--- config.mk ---
export PLATFORM = sky130hd
export DESIGN_NAME = act_pack_writer
export DESIGN_NICKNAME = d
export VERILOG_FILES = /design/src/rtl/act_pack_writer.sv
export SDC_FILE = /design/constraint.sdc
export NUM_CORES = 1
export LEC_CHECK = 0
export ABC_AREA = 1
export BUFFER_PORTS_ARGS = -buffer_cell sky130_fd_sc_hd__buf_2
export CAP_MARGIN = 40
export CELL_PAD_IN_SITES_DETAIL_PLACEMENT = 2
export CELL_PAD_IN_SITES_GLOBAL_PLACEMENT = 2
export CORE_MARGIN = 8
export CORE_UTILIZATION = 31
export CTS_CLUSTER_DIAMETER = 50
export DETAILED_ROUTE_END_ITERATION = 8
export GPL_TIMING_DRIVEN = 1
export PLACE_DENSITY_LB_ADDON = 0.1
export SLEW_MARGIN = 20
export SYNTH_ARGS = -nofsm -noshare
export SYNTH_HDL_FRONTEND = slang
export SYNTH_SLANG_ARGS = --single-unit
--- constraint.sdc ---
create_clock -name clk -period 4.36 [get_ports clk]
set_input_delay 0.436 -clock clk [delete_from_list [all_inputs] [get_ports clk]]
set_output_delay 0.436 -clock clk [all_outputs]
set_load 0.05 [all_outputs]
--- src/rtl/act_pack_writer.sv ---
// Packs a stream of int8 activations little-endian into memory words and writes them
// to consecutive word addresses, using byte enables on a short final word.
module act_pack_writer #(
  parameter int DATA_WIDTH = 8,
  parameter int PACK_BYTES = 4,
  parameter int ADDR_WIDTH = 16,
  parameter int LEN_WIDTH  = 20
) (
  input  logic                             clk,
  input  logic                             rst,
  input  logic                             start,
  input  logic [ADDR_WIDTH-1:0]            base_addr,
  input  logic [LEN_WIDTH-1:0]             frame_len,
  input  logic                             in_valid,
  output logic                             in_ready,
  input  logic [DATA_WIDTH-1:0]            in_data,
  output logic                             mem_wr_en,
  input  logic                             mem_wr_ready,
  output logic [ADDR_WIDTH-1:0]            mem_wr_addr,
  output logic [DATA_WIDTH*PACK_BYTES-1:0] mem_wr_data,
  output logic [PACK_BYTES-1:0]            mem_wr_be,
  output logic                             busy,
  output logic                             done
);

  localparam int LANE_W = $clog2(PACK_BYTES);
  localparam int WORD_W = DATA_WIDTH * PACK_BYTES;

  typedef enum logic [1:0] {
    IDLE,
    RUN,
    FLUSH,
    DONE
  } state_t;

  state_t                state;
  state_t                state_next;
  logic [ADDR_WIDTH-1:0] word_addr;
  logic [LEN_WIDTH-1:0]  len;
  logic [LEN_WIDTH-1:0]  bytes_rcvd;
  logic [LEN_WIDTH-1:0]  bytes_inc;
  logic [LANE_W-1:0]     lane;
  logic [WORD_W-1:0]     pack;
  logic [WORD_W-1:0]     pack_merged;
  logic [PACK_BYTES-1:0] be_fill;
  logic                  take;
  logic                  wr_fire;
  logic                  last_byte;
  logic                  word_full;

  assign take      = in_valid && in_ready;
  assign wr_fire   = mem_wr_en && mem_wr_ready;
  assign bytes_inc = bytes_rcvd + 1'b1;
  assign last_byte = (bytes_inc == len);
  assign word_full = (lane == LANE_W'(PACK_BYTES - 1));

  // The pack register is cleared after every word, so lanes above the
  // current one are already zero when a partial word is emitted.
  generate
    for (genvar gi = 0; gi < PACK_BYTES; gi++) begin : g_lane
      assign pack_merged[gi*DATA_WIDTH +: DATA_WIDTH] =
        (lane == LANE_W'(gi)) ? in_data : pack[gi*DATA_WIDTH +: DATA_WIDTH];
      assign be_fill[gi] = (LANE_W'(gi) <= lane);
    end
  endgenerate

  always_ff @(posedge clk or posedge rst) begin
    if (rst) begin
      state <= IDLE;
    end else begin
      state <= state_next;
    end
  end

  always_comb begin
    state_next = state;
    in_ready   = 1'b0;
    busy       = 1'b0;
    done       = 1'b0;
    case (state)
      IDLE: begin
        if (start) begin
          state_next = (frame_len == '0) ? DONE : RUN;
        end
      end
      RUN: begin
        busy     = 1'b1;
        // A word still waiting on memory blocks the next byte.
        in_ready = !mem_wr_en || mem_wr_ready;
        if (take && last_byte) begin
          state_next = FLUSH;
        end
      end
      FLUSH: begin
        busy = 1'b1;
        if (!mem_wr_en || mem_wr_ready) begin
          state_next = DONE;
        end
      end
      DONE: begin
        done       = 1'b1;
        state_next = IDLE;
      end
      default: state_next = IDLE;
    endcase
  end

  always_ff @(posedge clk or posedge rst) begin
    if (rst) begin
      word_addr   <= '0;
      len         <= '0;
      bytes_rcvd  <= '0;
      lane        <= '0;
      pack        <= '0;
      mem_wr_en   <= 1'b0;
      mem_wr_addr <= '0;
      mem_wr_data <= '0;
      mem_wr_be   <= '0;
    end else begin
      if (wr_fire) begin
        mem_wr_en <= 1'b0;
      end
      if (state == IDLE && start && frame_len != '0) begin
        word_addr  <= base_addr;
        len        <= frame_len;
        bytes_rcvd <= '0;
        lane       <= '0;
        pack       <= '0;
      end
      // take implies the output register is free, so reloading it here never
      // disturbs a word that memory has not yet accepted.
      if (take) begin
        bytes_rcvd <= bytes_inc;
        if (word_full || last_byte) begin
          mem_wr_en   <= 1'b1;
          mem_wr_addr <= word_addr;
          mem_wr_data <= pack_merged;
          mem_wr_be   <= be_fill;
          word_addr   <= word_addr + 1'b1;
          lane        <= '0;
          pack        <= '0;
        end else begin
          lane <= lane + 1'b1;
          pack <= pack_merged;
        end
      end
    end
  end

endmodule

==> results of run 1 <==
## area by class of cell
type	instances	share of cell area [%]
well taps	319	4.51
clock buffers	19	5.12
clock inverters	13	1.33
repair buffers	115	7.21
multi-input cells	647	37.1
inverters	87	3.75
flip-flops and latches	145	41.0
## state kept, by name, indices dropped and copies added, names as in the netlist
register / count
bytes_rcvd: 20
lane: 2
len: 20
mem_wr_addr: 16
mem_wr_be: 4
mem_wr_data: 32
mem_wr_en: 1
pack: 32
state: 2
word_addr: 16
## logic make-up (layout without fill, tap and decap cells)
kind of cell	count (synthesis)	in the layout	share of synthesized area, %
simple gates	435	435	25.7
compound gates	165	165	11.7
flops	145	145	48.8
buf+inv	126	234	7.12
mux	18	18	2.72
xor+xnor	17	17	2.00
fa+ha+maj	12	12	2.02
## cell usage in the layout, fill, tap and decap left out, drive strengths merged
cell type / synthesis / routed
a21oi: 8 / 8
and2: 2 / 2
buf: 15 / 114
clkbuf: 24 / 19
clkinv: 3 / 7
clkinvlp: 0 / 2
dfrtp: 145 / 145
dlygate4sd3: 0 / 1
ha: 12 / 12
inv: 84 / 91
mux2: 18 / 18
nand2: 281 / 281
nand3: 52 / 52
nand3b: 8 / 8
nand4: 10 / 10
nor2: 41 / 41
nor3: 6 / 6
nor4: 3 / 3
o21ai: 142 / 142
o22ai: 15 / 15
or2: 32 / 32
xnor2: 3 / 3
xor2: 14 / 14
## worst min-delay path by stage
| stage | endpoint | slack, ps |
|---|---|---|
| 2_1_floorplan | pack[31] | 450 |
| 3_3_place_gp | mem_wr_addr[14] | 460 |
| 3_5_place_dp | mem_wr_data[8] | 420 |
| 4_1_cts | len[0] | 240 |
| 5_1_grt | len[0] | 250 |
| 6_report | len[0] | 260 |
## cells in the mapped netlist (10+ instances only)
cell,number,area (um^2)
nand2_1,276,1040
dfrtp_1,145,3630
o21ai_0,85,425
inv_1,82,308
nand3_1,52,260
o21ai_1,50,250
nor2_1,34,128
or2_2,32,200
clkbuf_1,24,90.1
mux2_2,18,203
o22ai_1,15,93.8
xor2_1,14,123
ha_1,12,150
nand4_1,10,62.6
## layer usage
| layer | wire length [um] | global-route usage, % |
|---|---|---|
| met5 | 0 | 0 |
| met4 | 288 | 4.65 |
| met3 | 708 | 2.90 |
| met2 | 10900 | 27.3 |
| met1 | 11100 | 21.6 |
## worst register-to-register path: stages, from the launching register on
cell      delay, ps
dfrtp_1         450
ha_1            250
nand2_1         140
nor2_4          180
nand3_1         150
clkinv_1        120
nand2_1          90
nand2_1          90
nand2_1          50
nand2_1          80
nor2_1           50
nand2_1          70
nor2_2           50
nand2_1         100
nand2_4         270
nand2_4         170
buf_4           560
nand2_1         120
nand2_1          90
inv_1            40
## power groups by stage
| stage | combinational [uW] | clock, uW | sequential (uW) |
|---|---|---|---|
| finish | 2580 | 1440 | 2180 |
| global route | 2890 | 1520 | 2240 |
| floorplan | 1340 | 0 | 2720 |
| detailed placement | 2630 | 0 | 2200 |
| CTS | 2650 | 1480 | 2180 |
| global placement | 2580 | 0 | 2190 |
## timing repair
action / in CTS / in global routing
setup endpoints to repair: 0 / 0
hold endpoints to repair: 23 / 0
buffers inserted: 0 / 0
hold buffers: 1 / 0
## per-stage QoR
stage	hold WS [ps]	std cells	area (um^2)
after floorplan	448	918	7440
after global routing	251	1345	8850
after detailed placement	422	1312	8270
final	257	1345	8850
after global placement	458	1311	8250
after CTS	238	1345	8850
==> qor.txt, run 1 <==
Reg-to-Reg Start - bytes_rcvd[0]
cts bufs inserted - 17
crit path launch - bytes_rcvd[0]
GRT overflow - 0
ANT nets after route - 0
WL final - 23,000 um
CTS tree - built
type of origin of the critical path - register
TritonCTS Sinks - 145
Synth Cell Area - 7440 um^2
vias in the first global route - 7,033
Buf+Inv Stages, Crit Path - 3
CP Capture Type - register
post-synthesis sequential area ratio - 48.8%
Setup TNS - 0 ps
Critical Path End - word_addr[14]
Clk pwr share - 23.2%
Site Rows - 56
Clock Path Buffers - 2
Post-synth EDFFs - 0
Die Area - 29,200 um^2
antenna violations before repair - 0
Synth warnings - 0
CP arrival - 3570 ps
Residual DRC - 0
Async SR Flop Fraction - 100%
Worst path top cell family by delay - simple AND/OR/NAND/NOR gates
Place WS - 1160 ps
Avg WL per Cell - 17.1 um
Crit Path Max Fanout - 66
# fillers - 2,768
Hold Path Class - input pin to register
outcome - complete, no violations
crit-path cells - ha_1 > nand2_1 > nor2_4 > nand3_1 > clkinv_1 > nand2_1 > nand2_1 > nand2_1 > nand2_1 > nor2_1 > nand2_1 > nor2_2 > nand2_1 > nand2_4 > nand2_4 > buf_4 > nand2_1 > nand2_1 > inv_1
Area Growth Syn to Fin - 19.0%
Top FF cell, synth - dfrtp_1
Slowest cell on crit path - buf_4
Tcrit/Tclk final - 74.6%
R2R Setup Slk - 1110 ps
Sw Share - 45.6%
routability cong. - 0.749
area of the multi-input gates - 3290 um^2
Initial DRT Pass Iterations - 4
HPWL Detailed - 16,300 um
post-DR vias/cell - 4.79
first-pass GRT wire length - 37,900 um
R2R cell count - 19
Power Density - 700 nW/um^2
syn_nets - 979
starting density of the core - 31.6%
Rel. slew slack - 54.3%
layout cell share with drive strength beyond 1 - 21.3%
RSZ-0062 raised after global routing - false
IO Pins - 105
height of the die - 171 um
final core utilization - 37.6%
core area - 23,500 um^2
leakage - 0.00432 uW
Int Pwr - 3370 uW
#FFs+latches synth - 145
Max VDD drop - 0.000413 V
via count - 6,438
Max H-tree Level - 4
CP max stage delay - 560 ps
largest net degree at the start of global routing - 74
Register Area - 3630 um^2
Seq pwr share - 35.1%
# diodes - 0
Die Wd - 171 um
CP required - 4670 ps
Tot Pwr - 6200 uW
Max-Cap Viols - 0
reg2reg end - word_addr[14]
PnR worst setup slack - 1110 ps
cell count after synthesis - 918
most used cell along the critical path - nand2_1
nets - 1,074
Slew Limit Fails - 0
final setup fails - 0
Worst Hold Launch - frame_len[0]
unique cell type count in the Yosys netlist - 31
gr usage total - 16.4%
Synth Area per Inst - 8.10 um^2
clk root buf - clkbuf_16
Worst-Margin Slew - 685 ps
Final Hold Viols - 0
Switch Pwr - 2830 uW
worst hold path cell count - 2
Setup CP Type - register to register
Comb pwr share - 41.7%
Iter 0 DRT Violations - 295
Layout Skew - 14.6 ps
Clock Latency Late Sink - 430 ps
Port Buffers - 104
post-layout min period - 3250 ps
clock slew at reported path FFs - 70 ps
WP depth - 19
Resized cells post-CTS - 0
Fmax - 307 MHz
(Power assumes the default switching activity.)
==> run 2, diff against run 1 <==
--- a/config.mk
+++ b/config.mk
@@ -11,7 +11,7 @@
 export CELL_PAD_IN_SITES_DETAIL_PLACEMENT = 2
 export CELL_PAD_IN_SITES_GLOBAL_PLACEMENT = 2
 export CORE_MARGIN = 8
-export CORE_UTILIZATION = 31
+export CORE_UTILIZATION = 34
 export CTS_CLUSTER_DIAMETER = 50
 export DETAILED_ROUTE_END_ITERATION = 8
 export GPL_TIMING_DRIVEN = 1
==> constraint.sdc (replaced) <==
create_clock -name clk -period 3.3 [get_ports clk]
set_input_delay 0.33 -clock clk [delete_from_list [all_inputs] [get_ports clk]]
set_output_delay 0.33 -clock clk [all_outputs]
set_load 0.05 [all_outputs]
==> qor.txt, run 2 (synthesis results as in run 1) <==
outcome - complete, no violations
CP Capture Type - register
final instance count without filler cells - 1,313 (-2.4%)
# diodes - 0 (unchanged)
most frequent cells in the layout - nand2_1, dfrtp_1, buf_2
Hold Path Class - input pin to register
leakage - 0.00436 uW (+1.0%)
clock slew at reported path FFs - 70 ps (about the same)
final setup fails - 0 (unchanged)
Fmax - 343 MHz (+12%)
core area - 21,600 um^2 (-8.2%)
post-layout min period - 2920 ps (-338 ps)
setup bufs post-CTS - 0 (unchanged)
Die Area - 26,900 um^2 (-8.0%)
Clock Latency Late Sink - 430 ps (about the same)
clk root buf - clkbuf_16
GRT overflow - 0 (unchanged)
Worst-Margin Slew - 572 ps (-113 ps)
Area Growth Syn to Fin - 20.4%
CP arrival - 3220 ps (-350 ps)
Tot Pwr - 8490 uW (+37%)
post-DR vias/cell - 5.04 (+5.4%)
biggest regs - mem_wr_data x32, pack x32
ANT nets after route - 0 (unchanged)
starting density of the core - 34.4% (+2.8 points)
# fillers - 2,499 (-9.7%)
Setup TNS - 0 ps (unchanged)
antenna violations before repair - 0 (unchanged)
IO Pins - 105 (unchanged)
Slew Limit Fails - 0 (unchanged)
Rel. slew slack - 61.9% (+7.6 points)
layout cell share with drive strength beyond 1 - 21.6% (+0.24 points)
Max VDD drop - 0.000401 V (-3.0%)
TritonCTS Sinks - 145 (unchanged)
via count - 6,624 (+2.9%)
RSZ-0062 raised after global routing - false
routability cong. - 0.786 (+5.0%)
cts bufs inserted - 17 (unchanged)
type of origin of the critical path - register
Setup CP Type - register to register
vias in the first global route - 7,436 (+5.7%)
Place WS - 349 ps (-815 ps)
nets - 1,081 (+0.65%)
Tcrit/Tclk final - 88.4% (+14 points)
Max-Cap Viols - 0 (unchanged)
PnR worst setup slack - 384 ps (-722 ps)
height of the die - 164 um (-4.1%)
largest net degree at the start of global routing - 50 (-32%)
Site Rows - 54 (-3.6%)
CTS tree - built
Crit Path Max Fanout - 46 (-30%)
Final Hold Viols - 0 (unchanged)
Initial DRT Pass Iterations - 5 (+1)
gr usage total - 18.6% (+2.1 points)
Iter 0 DRT Violations - 238 (-19%)
placed cells - 1,280 (-2.4%)
CP required - 3600 ps (-1070 ps)
Power Density - 948 nW/um^2 (+35%)
Clock Path Buffers - 2 (unchanged)
first-pass GRT wire length - 39,500 um (+4.1%)
HPWL Detailed - 17,300 um (+6.0%)
Die Wd - 164 um (-4.1%)
Residual DRC - 0 (unchanged)
WL final - 23,800 um (+3.8%)
Avg WL per Cell - 18.2 um (+6.4%)
WHS - 154 ps (-103 ps)
commonest non-fill, non-tap cell in the layout - nand2_1
Port Buffers - 104 (unchanged)
Layout Skew - 12.7 ps (-1.93 ps)
Max H-tree Level - 4 (unchanged)
run 2: changes by cell type in the layout (fill, tap and decap cells not counted), moves of 2 or more:
cell,change
clkinv_4,-2
clkinvlp_4,+3
inv_8,-4
clkbuf_1,+3
clkbuf_8,-2
inv_6,-2
buf_4,+3
buf_12,+5
bufinv_16,+4
run 2: path summary, 6_finish.rpt:
path / end / slack (ps) / start / cells after the start
worst max-delay path: mem_wr_data[18] / 380 / bytes_rcvd[0] / 18
worst min-delay path: len[6] / 150 / frame_len[6] / 2
worst max register to register: mem_wr_data[18] / 380 / bytes_rcvd[0] / 18
worst min register to register: mem_wr_be[0] / 480 / mem_wr_be[0] / 2
max in group asynchronous: mem_wr_data[20] / 2190 / rst / 5
min in group asynchronous: pack[3] / 360 / rst / 3
run 2: power breakdown:
| group | total [uW] | leakage [uW] | internal, uW | switching (uW) |
|---|---|---|---|---|
| registers | 2890 | 0.00190 | 2410 | 479 |
| logic | 3510 | 0.00218 | 1050 | 2470 |
| clock network | 2090 | 0.000287 | 1270 | 817 |
| total | 8490 | 0.00436 | 4730 | 3760 |
run 2: cell type report:
class / count / area, um^2 / share of cell area (%)
clock buffer: 20 / 437 / 4.88
clock inverter: 12 / 181 / 2.03
inverter: 87 / 330 / 3.69
multi-input combinational: 647 / 3290 / 36.8
sequential: 145 / 3630 / 40.5
tap: 280 / 350 / 3.91
timing repair buffer: 122 / 733 / 8.19
run 2: what timing repair did:
| item | 4_1_cts | 5_1_grt |
|---|---|---|
| resized for setup | 0 | 1 |
| hold buffers | 1 | 0 |
| endpoints found under the setup margin | 0 | 1 |
| hold endpoints to repair | 2 | 0 |
run 2: worst max-delay path, stage by stage, from the launching register on:
cell	delay (ps)
dfrtp_1	450
ha_1	280
nand2_1	160
nor2_4	70
nand3_1	150
clkinv_1	130
nand2_1	110
nand2_1	90
nand2_1	70
nand2_1	60
nor2_1	110
nand2_1	80
nor2_2	120
nand2_1	110
nand2_4	230
nand2_8	180
buf_12	220
nand2_1	90
o21ai_1	80
run 2: per-layer routing:
metal / global-route usage [%] / share of wire [%]
met1: 23.4 / 46
met2: 32.4 / 50
met3: 2.73 / 2.6
met4: 5.41 / 1.5
met5: 0 / 0
run 2: metrics by stage:
step | cell area (um^2) | utilization [%]
6_report | 8950 | 41.4
3_5_place_dp | 8320 | 38.5
2_1_floorplan | 7440 | -
5_1_grt | 8950 | 41.4
3_3_place_gp | 8300 | 38.4
4_1_cts | 8950 | 41.4
